### src/rtl/msx_slot_config_if.sv
// msx_slot_config_if: OSD selections in, decoded cartridge config out,
// plus the reload/reload_ack handshake towards the core.
interface msx_slot_config_if #(
   parameter int SLOTS = 2
);
   logic                 use_fdc;
   logic [3*SLOTS-1:0]   slot_select;
   logic [4*SLOTS-1:0]   mapper_select;
   logic [3*SLOTS-1:0]   sram_select;
   logic                 reload_ack;
   logic [3*SLOTS-1:0]   cart_typ;
   logic [4*SLOTS-1:0]   cart_mapper;
   logic [8*SLOTS-1:0]   cart_sram_size;
   logic [SLOTS-1:0]     rom_load_hide;
   logic [SLOTS-1:0]     sram_select_hide;
   logic                 fdc_enabled;
   logic                 reload;
   logic [SLOTS-1:0]     changed_slots;

   modport master (
      output use_fdc, slot_select, mapper_select,
      output sram_select, reload_ack,
      input  cart_typ, cart_mapper, cart_sram_size,
      input  rom_load_hide, sram_select_hide,
      input  fdc_enabled, reload, changed_slots
   );

   modport slave (
      input  use_fdc, slot_select, mapper_select,
      input  sram_select, reload_ack,
      output cart_typ, cart_mapper, cart_sram_size,
      output rom_load_hide, sram_select_hide,
      output fdc_enabled, reload, changed_slots
   );
endinterface

### src/rtl/msx_slot_config.sv
// msx_slot_config: per-slot cartridge decode with settle-filtered reload.
// Optional MSX_SLOT_CHANGE_MASK_EN: registered per-slot change mask.
module msx_slot_config #(
   parameter int         SLOTS         = 2,
   parameter logic [3:0] EXT_MASK      = 4'b0001,
   parameter logic [3:0] SRAM_MASK     = 4'b0001,
   parameter int         SETTLE_CYCLES = 1024,
   parameter int         CNT_W         = 11
) (
   input  logic             clk,
   input  logic             reset,
   msx_slot_config_if.slave bus
);
   localparam int CW = 10 * SLOTS;
   localparam logic [2:0] T_ROM   = 3'd0;
   localparam logic [2:0] T_FDC   = 3'd6;
   localparam logic [2:0] T_EMPTY = 3'd7;
   localparam logic [CNT_W-1:0] CNT_LAST =
      CNT_W'(SETTLE_CYCLES - 1);

   typedef enum logic [1:0] {
      INIT, IDLE, SETTLE, RELOAD
   } state_t;

   state_t             state;
   logic [CNT_W-1:0]   cnt;
   logic [CW-1:0]      act_cfg;
   logic [CW-1:0]      snap;
   logic [CW-1:0]      cand;
   logic [3*SLOTS-1:0] typ;
   logic [4*SLOTS-1:0] mapper;
   logic [8*SLOTS-1:0] size;
   logic [SLOTS-1:0]   rom_hide;
   logic [SLOTS-1:0]   sram_hide;
   logic               any_fdc;
   logic               reload_q;
   logic [SLOTS-1:0]   diff;

   function automatic logic [2:0] dec_typ(
      input logic [2:0] sel,
      input logic       ext,
      input logic       fdc_int
   );
      logic [2:0] t;
      t = T_EMPTY;
      if (ext) begin
         if (sel < 3'd6)
            t = sel;
         else if (sel == 3'd6 && !fdc_int)
            t = T_FDC;
      end else if (sel < 3'd4) begin
         t = sel;
      end
      return t;
   endfunction

   // Per-slot decode of type, mapper, SRAM size and hide flags.
   always_comb begin
      typ       = '0;
      mapper    = '0;
      size      = '0;
      rom_hide  = '0;
      sram_hide = '0;
      any_fdc   = 1'b0;
      act_cfg   = '0;
      for (int i = 0; i < SLOTS; i++) begin
         typ[3*i +: 3] = dec_typ(bus.slot_select[3*i +: 3],
                                 EXT_MASK[i], bus.use_fdc);
         mapper[4*i +: 4] = bus.mapper_select[4*i +: 4] + 4'd2;
         rom_hide[i] = typ[3*i +: 3] != T_ROM;
         sram_hide[i] = !SRAM_MASK[i]
                     || typ[3*i +: 3] != T_ROM
                     || bus.mapper_select[4*i +: 4] == 4'd0;
         if (SRAM_MASK[i]
             && typ[3*i +: 3] == T_ROM
             && bus.mapper_select[4*i +: 4] > 4'd1
             && bus.sram_select[3*i +: 3] != 3'd0
             && bus.sram_select[3*i +: 3] != 3'd7)
            size[8*i +: 8] =
               8'd1 << (bus.sram_select[3*i +: 3] - 3'd1);
         any_fdc = any_fdc | (typ[3*i +: 3] == T_FDC);
         act_cfg[10*i +: 10] = {typ[3*i +: 3], mapper[4*i +: 4],
                                bus.sram_select[3*i +: 3]};
      end
   end

   // Which slots differ between the pending and published configs.
   always_comb begin
      diff = '0;
      for (int i = 0; i < SLOTS; i++)
         diff[i] = cand[10*i +: 10] != snap[10*i +: 10];
   end

`ifdef MSX_SLOT_CHANGE_MASK_EN
   logic [SLOTS-1:0] chg_q;
`endif

   // Settle filter and reload handshake; snap is the published config.
   always_ff @(posedge clk or posedge reset) begin
      if (reset) begin
         state    <= INIT;
         reload_q <= 1'b0;
         cnt      <= '0;
         snap     <= '0;
         cand     <= '0;
`ifdef MSX_SLOT_CHANGE_MASK_EN
         chg_q    <= '0;
`endif
      end else begin
         unique case (state)
            INIT: begin
               snap  <= act_cfg;
               state <= IDLE;
            end
            IDLE: begin
               if (act_cfg != snap) begin
                  cand  <= act_cfg;
                  cnt   <= '0;
                  state <= SETTLE;
               end
            end
            SETTLE: begin
               if (act_cfg != cand) begin
                  cand <= act_cfg;
                  cnt  <= '0;
               end else if (cnt == CNT_LAST) begin
                  if (cand == snap) begin
                     state <= IDLE;
                  end else begin
                     snap     <= cand;
                     reload_q <= 1'b1;
                     state    <= RELOAD;
`ifdef MSX_SLOT_CHANGE_MASK_EN
                     chg_q    <= diff;
`endif
                  end
               end else begin
                  cnt <= cnt + 1'b1;
               end
            end
            RELOAD: begin
               if (bus.reload_ack) begin
                  reload_q <= 1'b0;
                  state    <= IDLE;
`ifdef MSX_SLOT_CHANGE_MASK_EN
                  chg_q    <= '0;
`endif
               end
            end
            default: state <= INIT;
         endcase
      end
   end

`ifdef MSX_SLOT_CHANGE_MASK_EN
   assign bus.changed_slots = chg_q;
`else
   logic unused_diff;
   assign unused_diff = ^diff;
   assign bus.changed_slots = {SLOTS{reload_q}};
`endif

   assign bus.cart_typ         = typ;
   assign bus.cart_mapper      = mapper;
   assign bus.cart_sram_size   = size;
   assign bus.rom_load_hide    = rom_hide;
   assign bus.sram_select_hide = sram_hide;
   assign bus.fdc_enabled      = bus.use_fdc | any_fdc;
   assign bus.reload           = reload_q;
endmodule

### src/flat_wrapper.sv
// flat-port wrapper written by rule: the top's interface ports become plain ports
module msx_slot_config_flat 
#(
   parameter int         SLOTS         = 2,
   parameter logic [3:0] EXT_MASK      = 4'b0001,
   parameter logic [3:0] SRAM_MASK     = 4'b0001,
   parameter int         SETTLE_CYCLES = 1024,
   parameter int         CNT_W         = 11
)
  (clk, reset, bus_use_fdc, bus_slot_select, bus_mapper_select, bus_sram_select, bus_reload_ack, bus_cart_typ, bus_cart_mapper, bus_cart_sram_size, bus_rom_load_hide, bus_sram_select_hide, bus_fdc_enabled, bus_reload, bus_changed_slots);
  msx_slot_config_if #(.SLOTS(SLOTS)) bus_i ();
  input  logic clk;
  input  logic reset;
  input wire logic [$bits(bus_i.use_fdc)-1:0] bus_use_fdc;
  input wire logic [$bits(bus_i.slot_select)-1:0] bus_slot_select;
  input wire logic [$bits(bus_i.mapper_select)-1:0] bus_mapper_select;
  input wire logic [$bits(bus_i.sram_select)-1:0] bus_sram_select;
  input wire logic [$bits(bus_i.reload_ack)-1:0] bus_reload_ack;
  output wire logic [$bits(bus_i.cart_typ)-1:0] bus_cart_typ;
  output wire logic [$bits(bus_i.cart_mapper)-1:0] bus_cart_mapper;
  output wire logic [$bits(bus_i.cart_sram_size)-1:0] bus_cart_sram_size;
  output wire logic [$bits(bus_i.rom_load_hide)-1:0] bus_rom_load_hide;
  output wire logic [$bits(bus_i.sram_select_hide)-1:0] bus_sram_select_hide;
  output wire logic [$bits(bus_i.fdc_enabled)-1:0] bus_fdc_enabled;
  output wire logic [$bits(bus_i.reload)-1:0] bus_reload;
  output wire logic [$bits(bus_i.changed_slots)-1:0] bus_changed_slots;
  assign bus_i.use_fdc = bus_use_fdc;
  assign bus_i.slot_select = bus_slot_select;
  assign bus_i.mapper_select = bus_mapper_select;
  assign bus_i.sram_select = bus_sram_select;
  assign bus_i.reload_ack = bus_reload_ack;
  assign bus_cart_typ = bus_i.cart_typ;
  assign bus_cart_mapper = bus_i.cart_mapper;
  assign bus_cart_sram_size = bus_i.cart_sram_size;
  assign bus_rom_load_hide = bus_i.rom_load_hide;
  assign bus_sram_select_hide = bus_i.sram_select_hide;
  assign bus_fdc_enabled = bus_i.fdc_enabled;
  assign bus_reload = bus_i.reload;
  assign bus_changed_slots = bus_i.changed_slots;
  msx_slot_config #(.SLOTS(SLOTS), .EXT_MASK(EXT_MASK), .SRAM_MASK(SRAM_MASK), .SETTLE_CYCLES(SETTLE_CYCLES), .CNT_W(CNT_W)) u_core (.clk(clk), .reset(reset), .bus(bus_i));
endmodule
### config.mk
export PLATFORM = sky130hd
export DESIGN_NAME = msx_slot_config_flat
export DESIGN_NICKNAME = d
export VERILOG_FILES = /design/src/rtl/msx_slot_config_if.sv /design/src/rtl/msx_slot_config.sv /design/src/flat_wrapper.sv
export SDC_FILE = /design/constraint.sdc
export NUM_CORES = 1
export LEC_CHECK = 0
export CORE_MARGIN = 2
export CORE_UTILIZATION = 49
export CTS_CLUSTER_SIZE = 16
export DETAILED_ROUTE_END_ITERATION = 10
export GPL_TIMING_DRIVEN = 0
export HOLD_SLACK_MARGIN = 0.06
export MAX_ROUTING_LAYER = met4
export PLACE_DENSITY = 0.77
export SETUP_SLACK_MARGIN = 0.05
export SYNTH_ARGS = -nofsm -noshare
export SYNTH_HDL_FRONTEND = slang
export SYNTH_SLANG_ARGS = --single-unit
export TNS_END_PERCENT = 1
### constraint.sdc
create_clock -name clk -period 2.3 [get_ports clk]
set_input_delay 0.575 -clock clk [delete_from_list [all_inputs] [get_ports clk]]
set_output_delay 0.575 -clock clk [all_outputs]
set_load 0.005 [all_outputs]
==> flow_summary.json <==
{
  "outcome": "finished, violations left",
  "violations": "setup timing",
  "wl_per_cell_um": 17.0,
  "cts_tree": "yes",
  "skew_ns": 0.0109,
  "slowest_delay_ns": 0.52,
  "synth-edff-count": 0,
  "postCtsHoldBufs": 0,
  "syn_inst": 353,
  "switching_share": 0.382,
  "worstPathRequired_ns": 2.51,
  "hold_path.class": "reg -> reg",
  "grt.total_usage": 0.223,
  "slew_headroom": 0.659,
  "reg2reg_to": "u_core.cand[16]$_DFFE_PP0P_",
  "via_count": 2839,
  "crit_buf_inv": 3,
  "power.share.combinational": 0.579,
  "placed_area_mm2": 0.00447,
  "grt_setup_unrepaired": "true",
  "wl_um": 9080,
  "hold_viol": 0,
  "antenna_left": 0,
  "drive_gt1_frac": 0.358,
  "start_util": 0.512,
  "grt_max_degree": 40,
  "final_cell_area_mm2": 0.00497,
  "p_int_mw": 3.56,
  "die_h_um": 91.7,
  "ys_top_cells_by_area": "dfrtp_1 (36%), xnor2_1 (9.1%), mux2_4 (8.0%), mux2_1 (5.7%), mux2_2 (5.1%)",
  "power.share.sequential": 0.319,
  "antennaDiodeCount": 0,
  "p_per_area_mw_per_mm2": 1160,
  "holdPathEnd": "u_core.cnt[0]$_DFFE_PP0P_",
  "overflow": 0,
  "maxSlewViolCount": 0,
  "setup_viol": 40,
  "path_clk_slew_ns": 0.11,
  "drt-initial-drc-count": 151,
  "clkPwrFrac": 0.103,
  "crit_family": "compound AO/OA/AOI/OAI gates",
  "drc_errors": 0,
  "p_switching_mw": 2.20,
  "ys.warnings.count": 0,
  "worstSetupStartpointType": "input port",
  "hold_depth": 1,
  "critPathArrivalTime_ns": 2.66,
  "port_buffers": 46,
  "dpl.hpwl_um": 6140,
  "period_share": 1.07,
  "clock_latency_ns": 0.32,
  "min_from": "u_core.cnt[0]$_DFFE_PP0P_",
  "syn-cell-area_mm2": 0.00377,
  "fmax_mhz": 408,
  "worstSetupPathType": "in -> reg",
  "crit_slowest_cell": "a2111o_1",
  "vias_per_cell": 5.31,
  "rrSetupSlack_ns": -0.04,
  "cp-end-kind": "register",
  "die_area_mm2": 0.00842,
  "area_delta_synth_final_pct": 31.8,
  "setup_ws_ns": -0.150,
  "crit_fanout": 5,
  "critical_path.cell_chain": "buf_12 > ha_4 > xor2_4 > buf_6 > nand2_2 > a2111o_1 > nor3_4 > nand2b_4 > clkbuf_16 > mux2_4",
  "antenna_found_initial": 0,
  "ff2ff_path_depth": 7,
  "htreeDepth": 2,
  "cts.sinks": 54,
  "grt_pass1_wl_um": 14700,
  "die_w_um": 91.7,
  "reg2reg_from": "u_core.cand[12]$_DFFE_PP0P_",
  "firstDrtPassIters": 4,
  "fin_nets": 467,
  "cts_root_buf": "clkbuf_8",
  "fin_crit_ns": 2.45,
  "tns_ns": -5.07,
  "ys_seq_elements": 54,
  "async_flop_share": 1.00,
  "rows": 31,
  "syn_avg_cell_area_um2": 10.7,
  "gp_congestion": 0.858,
  "core_mm2": 0.00737,
  "ys_seq_area_frac": 0.358,
  "ir_drop_mv": 0.640,
  "cts.path.max_buffers": 2,
  "p_leak_nw": 2.16,
  "synthFlopType": "dfrtp_1",
  "worst_slew_pin_slew_ns": 0.512,
  "cts-buffers-inserted": 5,
  "yosysTopAreaCell": "dfrtp_1",
  "grt_pass1_vias": 2900,
  "drv_cap": 0,
  "ys_types": 47,
  "ios": 62,
  "synth_top_area_share": 0.358
}
-- cells in the final DEF (no fill, tap or decap), types with 3 or more instances in the layout --
| master | synthesis | routed |
|---|---|---|
| buf_6 | 3 | 7 |
| nor3_1 | 7 | 4 |
| nor4_1 | 4 | 3 |
| a21boi_0 | 8 | 6 |
| buf_8 | 0 | 3 |
| nor3_4 | 2 | 3 |
| nand2_1 | 13 | 11 |
| o22ai_1 | 7 | 5 |
| nand2b_1 | 5 | 5 |
| mux2_4 | 20 | 39 |
| mux2i_1 | 5 | 5 |
| xnor2_1 | 39 | 35 |
| inv_1 | 18 | 17 |
| conb_1 | 2 | 11 |
| mux2_2 | 17 | 17 |
| xor2_1 | 19 | 17 |
| clkbuf_8 | 0 | 6 |
| nor2_1 | 9 | 8 |
| buf_2 | 4 | 6 |
| nand4_1 | 16 | 16 |
| ha_1 | 8 | 5 |
| buf_12 | 2 | 7 |
| buf_4 | 16 | 32 |
| xnor2_2 | 0 | 4 |
| clkbuf_2 | 0 | 3 |
| clkdlybuf4s50_1 | 0 | 17 |
| dfrtp_1 | 54 | 54 |
| nand3_1 | 11 | 11 |
| clkbuf_1 | 9 | 6 |
| dlygate4sd2_1 | 0 | 13 |
| o21ai_0 | 6 | 5 |
-- layout make-up --
type / count / area, um^2
plain buffers: 32 / 273
clock buffers: 7 / 86.3
clock inverters: 1 / 8.76
fillers: 563 / 2400
inverters: 18 / 67.6
multi-input cells: 256 / 2390
flip-flops and latches: 54 / 1350
well taps: 99 / 124
repair buffers: 68 / 672
-- sequential cells by signal (all words and copies together), names as in the netlist --
name               cells
u_core.bus.reload      1
u_core.cand           20
u_core.state           2
u_core.snap           20
u_core.cnt            11
-- power groups by stage --
| stage | Combinational (mW) | Clock, mW | Sequential, mW |
|---|---|---|---|
| 3_5_place_dp | 2.68 | 0 | 1.81 |
| 5_1_grt | 3.55 | 0.633 | 1.89 |
| 3_3_place_gp | 2.61 | 0 | 1.78 |
| 4_1_cts | 3.32 | 0.592 | 1.80 |
| 6_report | 3.33 | 0.591 | 1.84 |
| 2_1_floorplan | 2.13 | 0 | 1.71 |
-- cells in the mapped netlist, types with 2 or more instances --
library cell  instances
a21boi_0              8
a21oi_1               2
a31oi_1               2
and3_1                2
buf_12                2
buf_2                 4
buf_4                16
buf_6                 3
clkbuf_1              9
conb_1                2
dfrtp_1              54
ha_1                  8
inv_1                18
mux2_1               19
mux2_2               17
mux2_4               20
mux2i_1               5
nand2_1              13
nand2b_1              5
nand3_1              11
nand3b_1              2
nand4_1              16
nor2_1                9
nor3_1                7
nor3_4                2
nor4_1                4
o21a_1                2
o21ai_0               6
o22ai_1               7
or2_2                 2
or3_1                 4
xnor2_1              39
xor2_1               19
-- per-stage QoR --
step | setup WS [ns] | hold WS, ns | power [mW] | util | std cells
floorplan | -0.219 | 0.470 | 3.85 | - | 362
global placement | -1.10 | 0.486 | 4.39 | 0.603 | 507
detailed placement | -1.14 | 0.495 | 4.49 | 0.606 | 508
CTS | -0.209 | 0.509 | 5.72 | 0.663 | 531
global route | -0.219 | 0.503 | 6.07 | 0.675 | 535
finish | -0.150 | 0.511 | 5.76 | 0.675 | 535
-- worst max path at each step --
stage,to,slack (ns),startpoint,cells past startpoint
final,u_core.cand[16]$_DFFE_PP0P_,-0.15,bus_mapper_select[1],10
after global routing,u_core.cand[16]$_DFFE_PP0P_,-0.22,bus_mapper_select[1],9
after CTS,u_core.cand[7]$_DFFE_PP0P_,-0.21,bus_mapper_select[6],10
after detailed placement,u_core.cand[12]$_DFFE_PP0P_,-1.14,bus_mapper_select[5],9
after global placement,u_core.cand[13]$_DFFE_PP0P_,-1.10,bus_mapper_select[5],9
after floorplan,u_core.cand[10]$_DFFE_PP0P_,-0.22,bus_mapper_select[2],8
-- worst reg2reg max path, stage by stage, from the launching register on --
cell and delay [ns]:
dfrtp_1 0.44, xnor2_1 0.21, nand4_1 0.13, or4_4 0.61, nor3_4 0.14, nand2b_4 0.22, clkbuf_16 0.18, mux2_4 0.30
-- routing by layer --
metal / track usage / part of all wire / wire length [um] / vias up
met2: 0.380 / 0.52 / 4750 / 51
met3: 0.0312 / 0.029 / 265 / 8
met1: 0.285 / 0.44 / 3970 / 1416
met5: - / 0 / 0 / -
met4: 0.0448 / 0.010 / 95 / 0
li1: - / - / - / 1364
-- logic make-up (layout without fill, tap and decap cells) --
group	Yosys count	count (layout)	share of synthesized area
compound gates	38	38	0.0746
xor+xnor	58	58	0.135
fa+ha+maj	8	8	0.0265
buf+inv	52	126	0.0836
flops	54	54	0.358
mux	61	61	0.200
other cells	2	11	0.00199
simple gates	80	80	0.120
-- timing repair --
action,4_1_cts,5_1_grt
setup buffers,15,5
resized for setup,117,27
endpoints found under the setup margin,76,63
pin swaps,20,14
cloned,1,1
No activity file was read; power rests on OpenSTA's default activity.
